File: config.mk
export PLATFORM = sky130hd
export DESIGN_NAME = uart_tx_fifo_flat
export DESIGN_NICKNAME = d
export VERILOG_FILES = /design/src/rtl/uart_tx_fifo_if.sv /design/src/rtl/uart_tx_fifo.sv /design/src/flat_wrapper.sv
export SDC_FILE = /design/constraint.sdc
export NUM_CORES = 1
export LEC_CHECK = 0
export ABC_AREA = 1
export CAP_MARGIN = 15
export CORE_UTILIZATION = 35
export DETAILED_ROUTE_END_ITERATION = 6
export GPL_ROUTABILITY_DRIVEN = 0
export HOLD_SLACK_MARGIN = 0.1
export PLACE_DENSITY = 0.51
export SYNTH_ARGS = -nofsm -noshare
export SYNTH_HDL_FRONTEND = slang
export SYNTH_SLANG_ARGS = --single-unit
File: constraint.sdc
create_clock -name clk -period 4.3 [get_ports clk]
set_input_delay 1.075 -clock clk [delete_from_list [all_inputs] [get_ports clk]]
set_output_delay 1.075 -clock clk [all_outputs]
set_load 0.05 [all_outputs]
File: src/rtl/uart_tx_fifo_if.sv
// Byte push port from the string sequencer plus the drain-side handshake
// to the UART TX controller, bundled with the FIFO status flags.
interface uart_tx_fifo_if #(
   parameter int unsigned AW = 4
) ();
   logic          wr_en;
   logic [7:0]    wr_data;
   logic          full;
   logic          empty;
   logic [AW:0]   count;
   logic          overflow;
   logic          busy;
   logic          tx_send;
   logic [7:0]    tx_data;
   logic          tx_ready;

   modport master (
      output wr_en, wr_data, tx_ready,
      input  full, empty, count, overflow, busy, tx_send, tx_data
   );

   modport slave (
      input  wr_en, wr_data, tx_ready,
      output full, empty, count, overflow, busy, tx_send, tx_data
   );
endinterface

File: src/rtl/uart_tx_fifo.sv
// Byte FIFO feeding a UART TX controller: pushes from the sequencer are queued
// and a small drain FSM strobes them out one at a time, pacing on tx_ready.
module uart_tx_fifo #(
   parameter int unsigned DEPTH = 16,
   parameter int unsigned AW    = 4
) (
   input logic           clk,
   input logic           rst,
   uart_tx_fifo_if.slave bus
);
   localparam int unsigned DW = 8;
   localparam int unsigned CW = AW + 1;

   if (DEPTH != (1 << AW)) begin : g_bad_depth
      $error("uart_tx_fifo: DEPTH must equal 2**AW");
   end

   typedef enum logic [1:0] {
      IDLE      = 2'd0,
      SEND      = 2'd1,
      WAIT_LOW  = 2'd2,
      WAIT_HIGH = 2'd3
   } state_t;

   state_t        state;
   state_t        state_next;
   logic          load_c;

   logic [DW-1:0] mem [DEPTH];
   logic [AW-1:0] wr_ptr;
   logic [AW-1:0] rd_ptr;
   logic [CW-1:0] count_q;
   logic [CW-1:0] count_next;
   logic          full_q;
   logic          empty_q;
   logic          overflow_q;
   logic          tx_send_q;
   logic [DW-1:0] tx_data_q;
   logic          push_c;
   logic          pop_c;

   // A pop happens on the edge that leaves SEND; pushes are gated only by full.
   always_comb begin
      push_c = bus.wr_en && !full_q;
      pop_c  = (state == SEND);
   end

   // Next-state logic; load_c marks the IDLE->SEND edge that captures tx_data.
   always_comb begin
      state_next = state;
      load_c     = 1'b0;
      case (state)
         IDLE: begin
            if (!empty_q && bus.tx_ready) begin
               state_next = SEND;
               load_c     = 1'b1;
            end
         end
         SEND:      state_next = WAIT_LOW;
         WAIT_LOW:  if (!bus.tx_ready) state_next = WAIT_HIGH;
         WAIT_HIGH: if (bus.tx_ready)  state_next = IDLE;
         default:   state_next = IDLE;
      endcase
   end

   always_comb begin
      case ({push_c, pop_c})
         2'b10:   count_next = count_q + CW'(1);
         2'b01:   count_next = count_q - CW'(1);
         default: count_next = count_q;
      endcase
   end

   // Drain FSM state and the registered strobe/data toward the controller.
   always_ff @(posedge clk or posedge rst) begin
      if (rst) begin
         state     <= IDLE;
         tx_send_q <= 1'b0;
         tx_data_q <= '0;
      end else begin
         state     <= state_next;
         tx_send_q <= (state_next == SEND);
         if (load_c) tx_data_q <= mem[rd_ptr];
      end
   end

   // Pointers, occupancy and flags; full/empty derive from the next count.
   always_ff @(posedge clk or posedge rst) begin
      if (rst) begin
         wr_ptr     <= '0;
         rd_ptr     <= '0;
         count_q    <= '0;
         full_q     <= 1'b0;
         empty_q    <= 1'b1;
         overflow_q <= 1'b0;
      end else begin
         if (push_c) wr_ptr <= wr_ptr + AW'(1);
         if (pop_c)  rd_ptr <= rd_ptr + AW'(1);
         count_q <= count_next;
         full_q  <= (count_next == CW'(DEPTH));
         empty_q <= (count_next == '0);
         if (bus.wr_en && full_q) overflow_q <= 1'b1;
      end
   end

   // Storage is not reset; a slot is only read after it has been written.
   always_ff @(posedge clk) begin
      if (push_c) mem[wr_ptr] <= bus.wr_data;
   end

   assign bus.full     = full_q;
   assign bus.empty    = empty_q;
   assign bus.count    = count_q;
   assign bus.overflow = overflow_q;
   assign bus.tx_send  = tx_send_q;
   assign bus.tx_data  = tx_data_q;
   assign bus.busy     = !empty_q || (state != IDLE);

   a_empty_consistent: assert property (@(posedge clk) disable iff (rst)
      empty_q == (count_q == '0));
   a_full_consistent: assert property (@(posedge clk) disable iff (rst)
      full_q == (count_q == CW'(DEPTH)));
   a_count_range: assert property (@(posedge clk) disable iff (rst)
      count_q <= CW'(DEPTH));
   a_send_state: assert property (@(posedge clk) disable iff (rst)
      tx_send_q == (state == SEND));
endmodule

File: src/flat_wrapper.sv
// flat-port wrapper written by rule: the top's interface ports become plain ports
module uart_tx_fifo_flat 
#(
   parameter int unsigned DEPTH = 16,
   parameter int unsigned AW    = 4
)
  (clk, rst, bus_wr_en, bus_wr_data, bus_tx_ready, bus_full, bus_empty, bus_count, bus_overflow, bus_busy, bus_tx_send, bus_tx_data);
  uart_tx_fifo_if #(.AW(AW)) bus_i ();
  input logic clk;
  input logic rst;
  input wire logic [$bits(bus_i.wr_en)-1:0] bus_wr_en;
  input wire logic [$bits(bus_i.wr_data)-1:0] bus_wr_data;
  input wire logic [$bits(bus_i.tx_ready)-1:0] bus_tx_ready;
  output wire logic [$bits(bus_i.full)-1:0] bus_full;
  output wire logic [$bits(bus_i.empty)-1:0] bus_empty;
  output wire logic [$bits(bus_i.count)-1:0] bus_count;
  output wire logic [$bits(bus_i.overflow)-1:0] bus_overflow;
  output wire logic [$bits(bus_i.busy)-1:0] bus_busy;
  output wire logic [$bits(bus_i.tx_send)-1:0] bus_tx_send;
  output wire logic [$bits(bus_i.tx_data)-1:0] bus_tx_data;
  assign bus_i.wr_en = bus_wr_en;
  assign bus_i.wr_data = bus_wr_data;
  assign bus_i.tx_ready = bus_tx_ready;
  assign bus_full = bus_i.full;
  assign bus_empty = bus_i.empty;
  assign bus_count = bus_i.count;
  assign bus_overflow = bus_i.overflow;
  assign bus_busy = bus_i.busy;
  assign bus_tx_send = bus_i.tx_send;
  assign bus_tx_data = bus_i.tx_data;
  uart_tx_fifo #(.DEPTH(DEPTH), .AW(AW)) u_core (.clk(clk), .rst(rst), .bus(bus_i));
endmodule
==> results.tsv, run 1 <==
stage	metric	value	unit
setup_path	Worst Path Max Fanout	9	
layout	final instance count without filler cells	834	
clocking	clock tree buffer depth	2	
layout	# fillers	1735	
routing	Routed WL	14500	um
run	max cap viols	0	
floorplan	Initial Utilization	0.357	
clocking	clock buffer count from CTS	17	
placed_design	number of port buffers	29	
clocking	hold buffer count at cts	0	
floorplan	I/O Pins	30	
clocking	worst-skew pair later-pin latency	0.42	ns
synth	Yosys reg bits	155	
sta	worst clock skew	0.00480	ns
synth	sequential area share after synthesis	0.702	
floorplan	site row count	49	
grt	vias in the first global route	4081	
setup_path	Crit. End Element	flop	
min_path	Min-Delay Path Depth	1	
layout	Reg area	0.00452	mm2
floorplan	core area	0.0180	mm2
floorplan	Die X	138	um
power	clock power share	0.268	
setup_path	CP required	4.65	ns
sta	Fin. Hold Viols	0	
layout	share of post-route cells with drive strength above 1	0.0612	
power	pwr/cell area	729	mW/mm2
synth	Ys Warns	0	
routing	vias per std cell	4.91	
grt	GRT Overall Usage	0.168	
routing	first-pass iteration count of the detailed router	5	
synth	library cells used by synthesis	25	
power	Pint	0.00336	W
layout	area of the multi-input gates	0.00168	mm2
sta	Tcrit/Tclk final	0.718	
clocking	clk slew on worst S/H paths	0.05	ns
sta	Fin Setup TNS	0	ns
synth	dominant cells by area after synthesis	edfxtp_1 60%, dfrtp_1 10%, nor2_1 8.3%	
routing	DRC errors left	0	
routing	First DRT Iteration DRCs	285	
grt	largest net degree at the start of global routing	69	
power	leakage	2.73	nW
synth	Post-Synthesis Cells	567	
min_path	Min-Delay Path Class	reg2reg	
synth	Synth top area share	0.597	
synth	Mapped Area	0.00644	mm2
placed_design	Placed Cells	803	
sta	Setup violations, final	0	
power	Peak VDD IR	0.000376	V
clocking	Root Buffer	clkbuf_16	
floorplan	Die ar.	0.0189	mm2
sta	relative slew slack	0.310	
sta	Max Slew Vio Count	0	
routing	ANT nets after route	0	
floorplan	DIE HEIGHT	138	um
sta	setup ws final	1.21	ns
placed_design	detailed placement HPWL	8810	um
sta	RSZ-0062 raised after global routing	no	
synth	Mean Syn Cell Area	11.4	um2
layout	most frequent cells in the layout	142 x nor2_1, 128 x edfxtp_1, 74 x nand2_1	
clocking	Post-CTS Setup Repair Bufs	0	
clocking	CTS tree	yes	
layout	Nets	614	
power	Comb power frac	0.357	
sta	Worst Tran Pin Value	1.03	ns
setup_path	CP arrival	3.44	ns
layout	antenna cells	0	
setup_path	CP Launch Type	input pin	
grt	first-pass GRT wire length	22700	um
clocking	H-tree depth	4	
clocking	clock sinks	155	
setup_path	critical path class	in2reg	
layout	Area Overhead vs Synth	16.2	%
synth	Net Count, Synth	587	
grt	total grt overflow	0	
grt	initial antenna violation count	0	
setup_path	cell count of the worst reg-to-reg path	12	
synth	Yosys top cell by area	edfxtp_1	
routing	Vias	4097	
power	sw frac	0.384	
power	Net Sw Power	0.00209	W
sta	FMAX	0.324	GHz
status	outcome	completed	
power	Reg power frac	0.375	
sta	min Tclk post-route	3.09	ns
placed_design	Setup Slack @ Placement	0.788	ns
layout	most common cell after layout, fill and taps aside	nor2_1	
clocking	# resized after CTS	0	
routing	Avg WL per Cell	17.4	um
## power by group through the flow
stage / Clock [W] / Combinational, W / Sequential (W)
3_5_place_dp: 0 / 0.00196 / 0.00208
3_3_place_gp: 0 / 0.00195 / 0.00207
6_report: 0.00146 / 0.00195 / 0.00205
2_1_floorplan: 0 / 0.00121 / 0.00225
4_1_cts: 0.00148 / 0.00197 / 0.00205
5_1_grt: 0.00154 / 0.00217 / 0.00208
## worst max-delay path, stage by stage
cell	delay (ns)
clkdlybuf4s50_1	0.48
inv_1	0.05
nor2_2	0.27
inv_1	0.12
ha_1	0.26
nand2_1	0.08
inv_1	0.04
nor2_1	0.13
ha_1	0.25
nand2_1	0.07
nand2_1	0.06
or2_0	0.22
nor2_1	0.11
nand3_1	0.11
nor2_1	0.11
## through the flow
step / util / power (W) / hold WS [ns] / area (um2)
after global routing: 0.415 / 0.00579 / 0.470 / 7480
final: 0.415 / 0.00545 / 0.461 / 7480
after detailed placement: 0.382 / 0.00404 / 0.453 / 6890
after CTS: 0.414 / 0.00550 / 0.461 / 7450
after global placement: 0.382 / 0.00402 / 0.441 / 6890
after floorplan: - / 0.00346 / 0.511 / 6440
## final cells by class
cell class,count,area share
clock buffers,22,0.0594
clock inverters,8,0.0162
inverters,25,0.0125
multi-input cells,363,0.225
flip-flops and latches,155,0.604
well taps,229,0.0383
repair buffers,32,0.0445
## logic make-up after synthesis
kind of cell / Yosys count / share of synthesized area
XOR/XNOR: 7 / 0.00952
AND/OR/NAND/NOR: 270 / 0.172
adder cells (fa/ha/maj): 8 / 0.0155
AO/OA/AOI/OAI: 78 / 0.0645
flip-flops: 155 / 0.702
buffers and inverters: 49 / 0.0367
## sequential cells by signal (all words and copies together), names as in the netlist
register	count
u_core.bus.count	5
u_core.wr_ptr	4
u_core.state	2
u_core.bus.empty	1
u_core.bus.full	1
u_core.bus.tx_send	1
u_core.bus.tx_data	8
u_core.bus.overflow	1
u_core.rd_ptr	4
u_core.mem	128
## final timing paths
check,endpoint,slack (ns),start
worst min-delay path,u_core.bus.overflow,0.46,u_core.bus.overflow
max in group asynchronous,u_core.rd_ptr[0],2.93,rst
worst max-delay path,u_core.bus.empty,1.21,bus_wr_en
min in group asynchronous,u_core.bus.count[1],0.93,rst
worst min register to register,u_core.bus.overflow,0.46,u_core.bus.overflow
worst max register to register,u_core.bus.empty,1.79,u_core.state[0]
## cell usage after synthesis (all sizes together)
| cell type | instances |
|---|---|
| a21o | 1 |
| buf | 17 |
| clkbuf | 7 |
| clkinv | 1 |
| dfrtp | 26 |
| dfstp | 1 |
| edfxtp | 128 |
| ha | 8 |
| inv | 24 |
| nand2 | 74 |
| nand3 | 47 |
| nand4 | 4 |
| nor2 | 143 |
| nor4 | 1 |
| o211ai | 9 |
| o21ai | 68 |
| or2 | 1 |
| xnor2 | 1 |
| xor2 | 6 |
## layer usage
metal | up-vias | wire length (um) | GRT usage
met2 | 104 | 7410 | 0.284
met3 | 17 | 718 | 0.0423
met5 | - | 0 | 0
li1 | 2004 | - | -
met4 | 0 | 235 | 0.0647
met1 | 1972 | 6130 | 0.207
No activity file was read; power rests on OpenSTA's default activity.
==> run 2: changes to the inputs <==
clock period = 3.1 ns   (was 4.3 ns; I/O delays follow)
==> results.tsv, run 2 (synthesized netlist as in run 1, its figures left out) <==
stage	metric	value	unit	change
layout	antenna cells	0		unchanged
clocking	Post-CTS Setup Repair Bufs	0		unchanged
setup_path	flop2flop setup slack	0.85	ns	-0.94 ns
clocking	clock buffer count from CTS	17		unchanged
sta	Fin Setup TNS	0	ns	unchanged
placed_design	detailed placement HPWL	9390	um	+6.6%
routing	vias per std cell	4.89		-0.47%
layout	Nets	635		+3.4%
layout	max FFs per register	128		unchanged
routing	ANT nets after route	0		unchanged
setup_path	CP Launch Type	flop		
grt	GRT Overall Usage	0.175		+0.00624
routing	Vias	4190		+2.3%
setup_path	cell count of the worst reg-to-reg path	14		+2
grt	initial antenna violation count	0		unchanged
setup_path	worst r2r src	u_core.state[0]		
setup_path	Cell Chain, Critical Path	nor2_1 -> nand2_1 -> clkdlybuf4s50_1		
grt	first-pass GRT wire length	23300	um	+2.8%
routing	First DRT Iteration DRCs	254		-11%
floorplan	Die X	138	um	unchanged
setup_path	Worst Path Max Fanout	6		-3
setup_path	worst path bufs/invs	1		-3
min_path	Min-Delay Path Class	reg2reg		
setup_path	crit-path leading delay family	buffers and inverters		
sta	RSZ-0062 raised after global routing	no		
min_path	Min-Delay Path Depth	1		unchanged
clocking	clock tree buffer depth	2		unchanged
clocking	clk slew on worst S/H paths	0.05	ns	about the same
floorplan	Die ar.	0.0189	mm2	unchanged
min_path	worst hold path startpoint	u_core.bus.overflow		
routing	Routed WL	15200	um	+4.6%
run	max cap viols	0		unchanged
clocking	clock sinks	155		unchanged
sta	FMAX	0.388	GHz	
min_path	worst hold endpoint	u_core.bus.overflow		
floorplan	Initial Utilization	0.357		unchanged
grt	vias in the first global route	4145		+1.6%
sta	min Tclk post-route	2.58	ns	
layout	Area Overhead vs Synth	19.4	%	
status	outcome	completed		
clocking	# resized after CTS	0		unchanged
layout	# fillers	1734		-0.058%
clocking	H-tree depth	4		unchanged
layout	Reg with most FFs	u_core.mem		
floorplan	core area	0.0180	mm2	unchanged
routing	DRC errors left	0		unchanged
clocking	CTS tree	yes		
sta	Max Slew Vio Count	0		unchanged
grt	largest net degree at the start of global routing	69		unchanged
routing	Avg WL per Cell	17.7	um	+1.8%
routing	first-pass iteration count of the detailed router	4		-1
setup_path	Slowest Stage Delay on Critical Path	0.79	ns	+0.31 ns
setup_path	critical path class	reg2out		
power	leakage	2.86	nW	+4.7%
setup_path	r2r endpoint	u_core.bus.full		
layout	most frequent cells in the layout	142 x nor2_1, 128 x edfxtp_1, 74 x nand2_1		
sta	worst clock skew	0.0107	ns	+0.00586 ns
power	Peak VDD IR	0.000514	V	+37%
layout	share of post-route cells with drive strength above 1	0.0955		+0.0344
clocking	worst-skew pair later-pin latency	0.42	ns	about the same
sta	Tcrit/Tclk final	0.831		
floorplan	site row count	49		unchanged
clocking	hold buffer count at cts	0		unchanged
sta	Fin. Hold Viols	0		unchanged
setup_path	Worst Setup SP	u_core.state[1]		
clocking	Root Buffer	clkbuf_16		
power	Pwr Total	0.00782	W	+43%
setup_path	Crit. End Element	output pin		
sta	Setup violations, final	0		unchanged
floorplan	I/O Pins	30		unchanged
sta	relative slew slack	0.484		+0.174
setup_path	CP arrival	1.80	ns	-1.64 ns
sta	Worst Tran Pin Value	0.771	ns	-0.263 ns
grt	total grt overflow	0		unchanged
placed_design	number of port buffers	29		unchanged
layout	most common cell after layout, fill and taps aside	nor2_1		
setup_path	CP required	2.32	ns	-2.33 ns
setup_path	Max stage delay cell, worst path	clkdlybuf4s50_1		
floorplan	DIE HEIGHT	138	um	unchanged
power	pwr/cell area	1020	mW/mm2	+40%
-- run 2: changes by cell type in the layout (fill, tap and decap cells not counted), moves of 2 or more --
cell / before / now
clkbuf_1: 5 / 2
buf_12: 0 / 2
buf_4: 2 / 22
clkinv_1: 1 / 4
-- run 2: cell type report --
cell class                 instances  area (um2)  area share
clock buffer                      19         433      0.0563
tap                              229         287      0.0373
timing repair buffer              53         495      0.0645
inverter                          25        93.8      0.0122
sequential                       155        4520       0.588
multi-input combinational        363        1680       0.219
clock inverter                    13         174      0.0226
-- run 2: metrics by stage --
stage / hold WS (ns) / area [um2] / utilization / instances / worst slack, ns
5_1_grt: 0.478 / 7690 / 0.426 / 857 / 0.398
3_3_place_gp: 0.441 / 7080 / 0.393 / 825 / 0.182
2_1_floorplan: 0.511 / 6440 / - / 567 / 0.630
3_5_place_dp: 0.445 / 7080 / 0.393 / 825 / 0.125
6_report: 0.451 / 7690 / 0.426 / 857 / 0.523
4_1_cts: 0.457 / 7690 / 0.426 / 857 / 0.498
-- run 2: power breakdown --
part           leakage (nW)  internal, W  switching [W]
clock                 0.290      0.00134       0.000803
sequential             1.48      0.00260       0.000225
combinational          1.08     0.000901        0.00195
total                  2.86      0.00484        0.00298
-- run 2: how the worst max path moves through the flow --
stage,to,slack [ns],depth (start not counted)
5_1_grt,u_core.bus.full,0.40,15
3_5_place_dp,u_core.bus.full,0.13,15
3_3_place_gp,u_core.bus.full,0.18,15
4_1_cts,bus_busy,0.50,3
6_report,bus_busy,0.52,3
2_1_floorplan,u_core.bus.full,0.63,14
-- run 2: layer usage --
metal  GRT usage  wire length [um]  vias up
met5           0                 0        -
met4      0.0714               293        0
met3      0.0430               558       18
met2       0.284              7690       73
met1       0.222              6620     2052
li1            -                 -     2047
-- run 2: worst register-to-register path, cell delays in order, from the launching register on --
cell,delay [ns]
dfrtp_1,0.42
inv_1,0.10
nor2_1,0.05
buf_4,0.17
ha_1,0.26
nand2_1,0.08
inv_1,0.05
nor2_1,0.14
ha_1,0.25
nand2_1,0.06
nand2_1,0.06
or2_0,0.22
nor2_1,0.10
nand3_1,0.10
nor2_1,0.11
==> RTL change 1, RTL diff (config.mk and constraints of run 2) <==
Encoding of `state_t`: now one-hot (4 bits for 4 states).
--- a/src/rtl/uart_tx_fifo.sv
+++ b/src/rtl/uart_tx_fifo.sv
@@ -15,11 +15,11 @@
       $error("uart_tx_fifo: DEPTH must equal 2**AW");
    end
 
-   typedef enum logic [1:0] {
-      IDLE      = 2'd0,
-      SEND      = 2'd1,
-      WAIT_LOW  = 2'd2,
-      WAIT_HIGH = 2'd3
+   typedef enum logic [3:0] {
+      IDLE      = 4'b0001,
+      SEND      = 4'b0010,
+      WAIT_LOW  = 4'b0100,
+      WAIT_HIGH = 4'b1000
    } state_t;
 
    state_t        state;
Formal check against the unedited RTL: same outputs for any inputs over 10 cycles, from zero or initial values and one cycle with rst high; not proved beyond that.
==> RTL change 1 against run 2 <==
Sequential cell count up 2. Design area down 0.65%. Worst hold slack improved by 0.028 ns. Combinational power decreased by 6%. Wire length is 4.3% lower. Largest power group is now registers. Critical endpoint unchanged. Worst setup slack worse by 0.30 ns. Synthesized area is the same. Power fell by 5.0%.
==> RTL change 1: results (changes against run 2) <==
* Status: complete, no violations (unchanged)
* Final wirelength at 14500 µm (was 15200 µm)
* FF-to-FF setup slack at 0.87 ns (was 0.85 ns)
* Ys Warns at 0 (unchanged)
* Largest Pwr Group: registers (was combinational logic)
* Syn_nets at 540 (was 587)
* Synth Area in Adders at 0.0136 (was 0.0155)
* Fin cells at 808 (was 857)
* CP Data Arrival Time at 2.11 ns (was 1.80 ns)
* FF-to-FF Start: u_core.state[0] (unchanged)
* Slew margin rel. at 0.557 (was 0.484)
* Fraction of layout cells with a size suffix above 1 at 0.133 (was 0.0955)
* Vias at 4060 (was 4190)
* Post-CTS Setup Bufs at 0 (unchanged)
* Worst setup path startpoint: u_core.state[2] (was u_core.state[1])
* Fin Clk Skew at 0.0108 ns (was 0.0107 ns)
* Dpl cells at 776 (was 825)
* Multiplexer share of the synthesized area at 0 (unchanged)
* DPL Wire Length at 9260 µm (was 9390 µm)
* Global-route wire length before repair at 22800 µm (was 23300 µm)
* Crit Path Max Fanout at 12 (was 6)
* Combinational power at 2.67 mW (was 2.85 mW)
* Netlist cell types at 30 (was 25)
* Hold path cells at 1 (unchanged)
* DP Area at 7090 µm² (was 7080 µm²)
* VDD IR max at 0.559 mV (was 0.514 mV)
* Complex-gate fraction of the synthesized area at 0.116 (was 0.0645)
* Net Sw Frac at 0.387 (was 0.381)
* Nets at 585 (was 635)
* Ys async rst share at 0.185 (was 0.174)
* Clk_lat worst skew at 0.42 ns (about the same)
* Synth top area cells: edfxtp_1 60%, dfrtp_1 10%, o21ai_0 5.6% (was edfxtp_1 60%, dfrtp_1 10%, nor2_1 8.3%)
* Worst r2r path cells at 11 (was 14)
* Hold slack final at 0.479 ns (was 0.451 ns)
* Largest net degree at the start of global routing at 67 (was 69)
* Area leader, netlist: edfxtp_1 (unchanged)
* Post-synthesis sequential area ratio at 0.710 (was 0.702)
* Power in the clock group at 1.93 mW (was 2.14 mW)
* Vias in the first global route at 4008 (was 4145)
* Clock network fraction of design power at 0.260 (was 0.274)
* Place WS at 0.266 ns (was 0.125 ns)
* Overall Global Routing Usage at 0.167 (was 0.175)
* Iteration-0 DRC Markers at 304 (was 254)
* Post-synthesis area per instance at 12.4 µm² (was 11.4 µm²)
* Peak Freq at 347 MHz (was 388 MHz)
* Leak at 2.71 nW (was 2.86 nW)
* Top cells by count, synth: 128 x edfxtp_1, 85 x nor2_1, 72 x o21ai_0 (was 142 x nor2_1, 128 x edfxtp_1, 74 x nand2_1)
RTL change 1: cells by family (layout without fill, tap and decap cells):
group | after synthesis | count (layout)
adders and majority gates | 7 | 7
AOI/OAI and AO/OA | 124 | 124
buffers and inverters | 51 | 109
xor gates and xnor gates | 7 | 7
and+or+nand+nor | 175 | 175
DFF | 157 | 157
RTL change 1: critical path: stages (launching register included):
cell and delay [ns]:
dfrtp_1 0.42, nor2_4 0.18, nand3_1 0.09, buf_4 0.18, inv_1 0.08, nand2_1 0.05
clkdlybuf4s50_1 0.69
RTL change 1: routing by layer:
metal	share of wire	global-route usage	vias up
met4	0.011	0.0598	0
met1	0.47	0.227	2002
met3	0.035	0.0346	9
met5	0	0	-
met2	0.48	0.264	70
li1	-	-	1979
RTL change 1: cell type report:
type | count | area [µm²]
Timing Repair Buffer | 52 | 475
Multi-Input combinational cell | 313 | 1660
Sequential cell | 157 | 4570
Clock inverter | 14 | 120
Inverter | 25 | 93.8
Tap cell | 229 | 287
Fill cell | 1689 | 10400
Clock buffer | 18 | 429
==> RTL change 2, RTL diff (flow settings as in run 2) <==
Made on the original files. Make the reset (`rst`) synchronous in 2 clocked blocks.
--- a/src/rtl/uart_tx_fifo.sv
+++ b/src/rtl/uart_tx_fifo.sv
@@ -72,7 +72,7 @@
    end
 
    // Drain FSM state and the registered strobe/data toward the controller.
-   always_ff @(posedge clk or posedge rst) begin
+   always_ff @(posedge clk) begin
       if (rst) begin
          state     <= IDLE;
          tx_send_q <= 1'b0;
@@ -85,7 +85,7 @@
    end
 
    // Pointers, occupancy and flags; full/empty derive from the next count.
-   always_ff @(posedge clk or posedge rst) begin
+   always_ff @(posedge clk) begin
       if (rst) begin
          wr_ptr     <= '0;
          rd_ptr     <= '0;
Behaviour: differs if rst is asserted again (counterexample within 4 cycles, from zero or initial values and one cycle with rst high); with rst held inactive, the same outputs for 10 cycles.
==> RTL change 2 against run 2 <==
Wire length down 3.2%. Worst hold slack gained 0.018 ns. First-iteration DRC count is 100% higher. Sequential cell count did not move. Worst setup slack improved by 0.0014 ns. Synthesized area is 0.43% lower. Design area shrank 0.91%.
Power is not compared: it rests on default switching activity, and its combinational part moved more than twofold at a synthesized area within 25%.
==> RTL change 2: results (changes against run 2) <==
* CP Data Arrival Time at 2.94 ns (was 1.80 ns)
* Multi-input combinational cell count at 359 (was 363)
* Status: complete, no violations (unchanged)
* Mapped Cells at 576 (was 567)
* Slew margin rel. at 0.424 (was 0.484)
* Netlist cell types at 23 (was 25)
* Fraction of layout cells with a size suffix above 1 at 0.0902 (was 0.0955)
* Met2 routed WL at 7280 µm (was 7690 µm)
* Hold path cells at 2 (was 1)
* Met1 wire length at 6570 µm (was 6620 µm)
* CP max stage delay at 0.48 ns (was 0.79 ns)
* Die footprint at 18900 µm² (about the same)
* FILL cells at 1680 (was 1734)
* Root Driver: clkbuf_16 (unchanged)
* Vias in the first global route at 4130 (was 4145)
* Syn_nets at 596 (was 587)
* Place WS at 0.121 ns (was 0.125 ns)
* Avg Vias per Cell at 4.99 (was 4.89)
* Global-route wire length before repair at 23000 µm (was 23300 µm)
* Iteration-0 DRC Markers at 507 (was 254)
* Fin cells at 861 (was 857)
* Number of ordinary inverters in the final layout at 34 (was 25)
* Multi-input combinational area share at 0.224 (was 0.219)
* Final non-clock buffer share at 0.0624 (was 0.0645)
* DPL Wire Length at 9440 µm (was 9390 µm)
* Final wirelength at 14700 µm (was 15200 µm)
* Nets at 639 (was 635)
* CP max stage cell: clkdlybuf4s50_1 (unchanged)
* Largest net degree at the start of global routing at 67 (was 69)
* Met2 usage at 0.283 (was 0.284)
* Non-clock buffer count at 52 (was 53)
* Met1 Use GR at 0.214 (was 0.222)
* Top cells by count, synth: 148 x nor2_1, 128 x edfxtp_1, 46 x nand2_1 (was 142 x nor2_1, 128 x edfxtp_1, 74 x nand2_1)
* DRT Pass-1 Iters at 4 (unchanged)
* FF/Latch Area at 4390 µm² (was 4520 µm²)
* Dpl cells at 829 (was 825)
* GRT met3 Usage at 0.0327 (was 0.0430)
* Register bit total from synthesis at 155 (unchanged)
* Synth top area cells: edfxtp_1 60%, nor2_1 8.7%, dfxtp_1 8.4% (was edfxtp_1 60%, dfrtp_1 10%, nor2_1 8.3%)
* WL met3 at 548 µm (was 558 µm)
* Overall Global Routing Usage at 0.170 (was 0.175)
* Clock Network Area Fraction at 0.0830 (was 0.0790)
* Worst r2r path cells at 14 (unchanged)
* CP top delay family: simple AND/OR/NAND/NOR gates (was buffers and inverters)
* Fin Clk Skew at 0.00427 ns (was 0.0107 ns)
* DP Area at 6980 µm² (was 7080 µm²)
* Ys async rst share at 0 (was 0.174)
-- RTL change 2: cell count changes after synthesis, sizes merged, moves of 7 or more --
cell and delta:
nand2 -28, dfxtp +27, dfrtp -26, o211ai +18, a21oi +11, inv +8
nand3 -7
-- RTL change 2: logic make-up after synthesis --
| kind of cell | after synthesis | share of synthesized area |
|---|---|---|
| and+or+nand+nor | 242 | 0.154 |
| DFF | 155 | 0.684 |
| AOI/OAI and AO/OA | 107 | 0.0941 |
| buffers and inverters | 62 | 0.0498 |
| adders and majority gates | 8 | 0.0156 |
| xor gates and xnor gates | 1 | 0.00137 |
| muxes | 1 | 0.00156 |
-- RTL change 2: final timing paths --
check	startpoint	end	slack, ns
worst max-delay path	bus_wr_en	u_core.bus.full	0.52
worst min-delay path	u_core.bus.overflow	u_core.bus.overflow	0.47
worst max register to register	u_core.state[0]	u_core.bus.full	0.86
worst min register to register	u_core.bus.overflow	u_core.bus.overflow	0.47
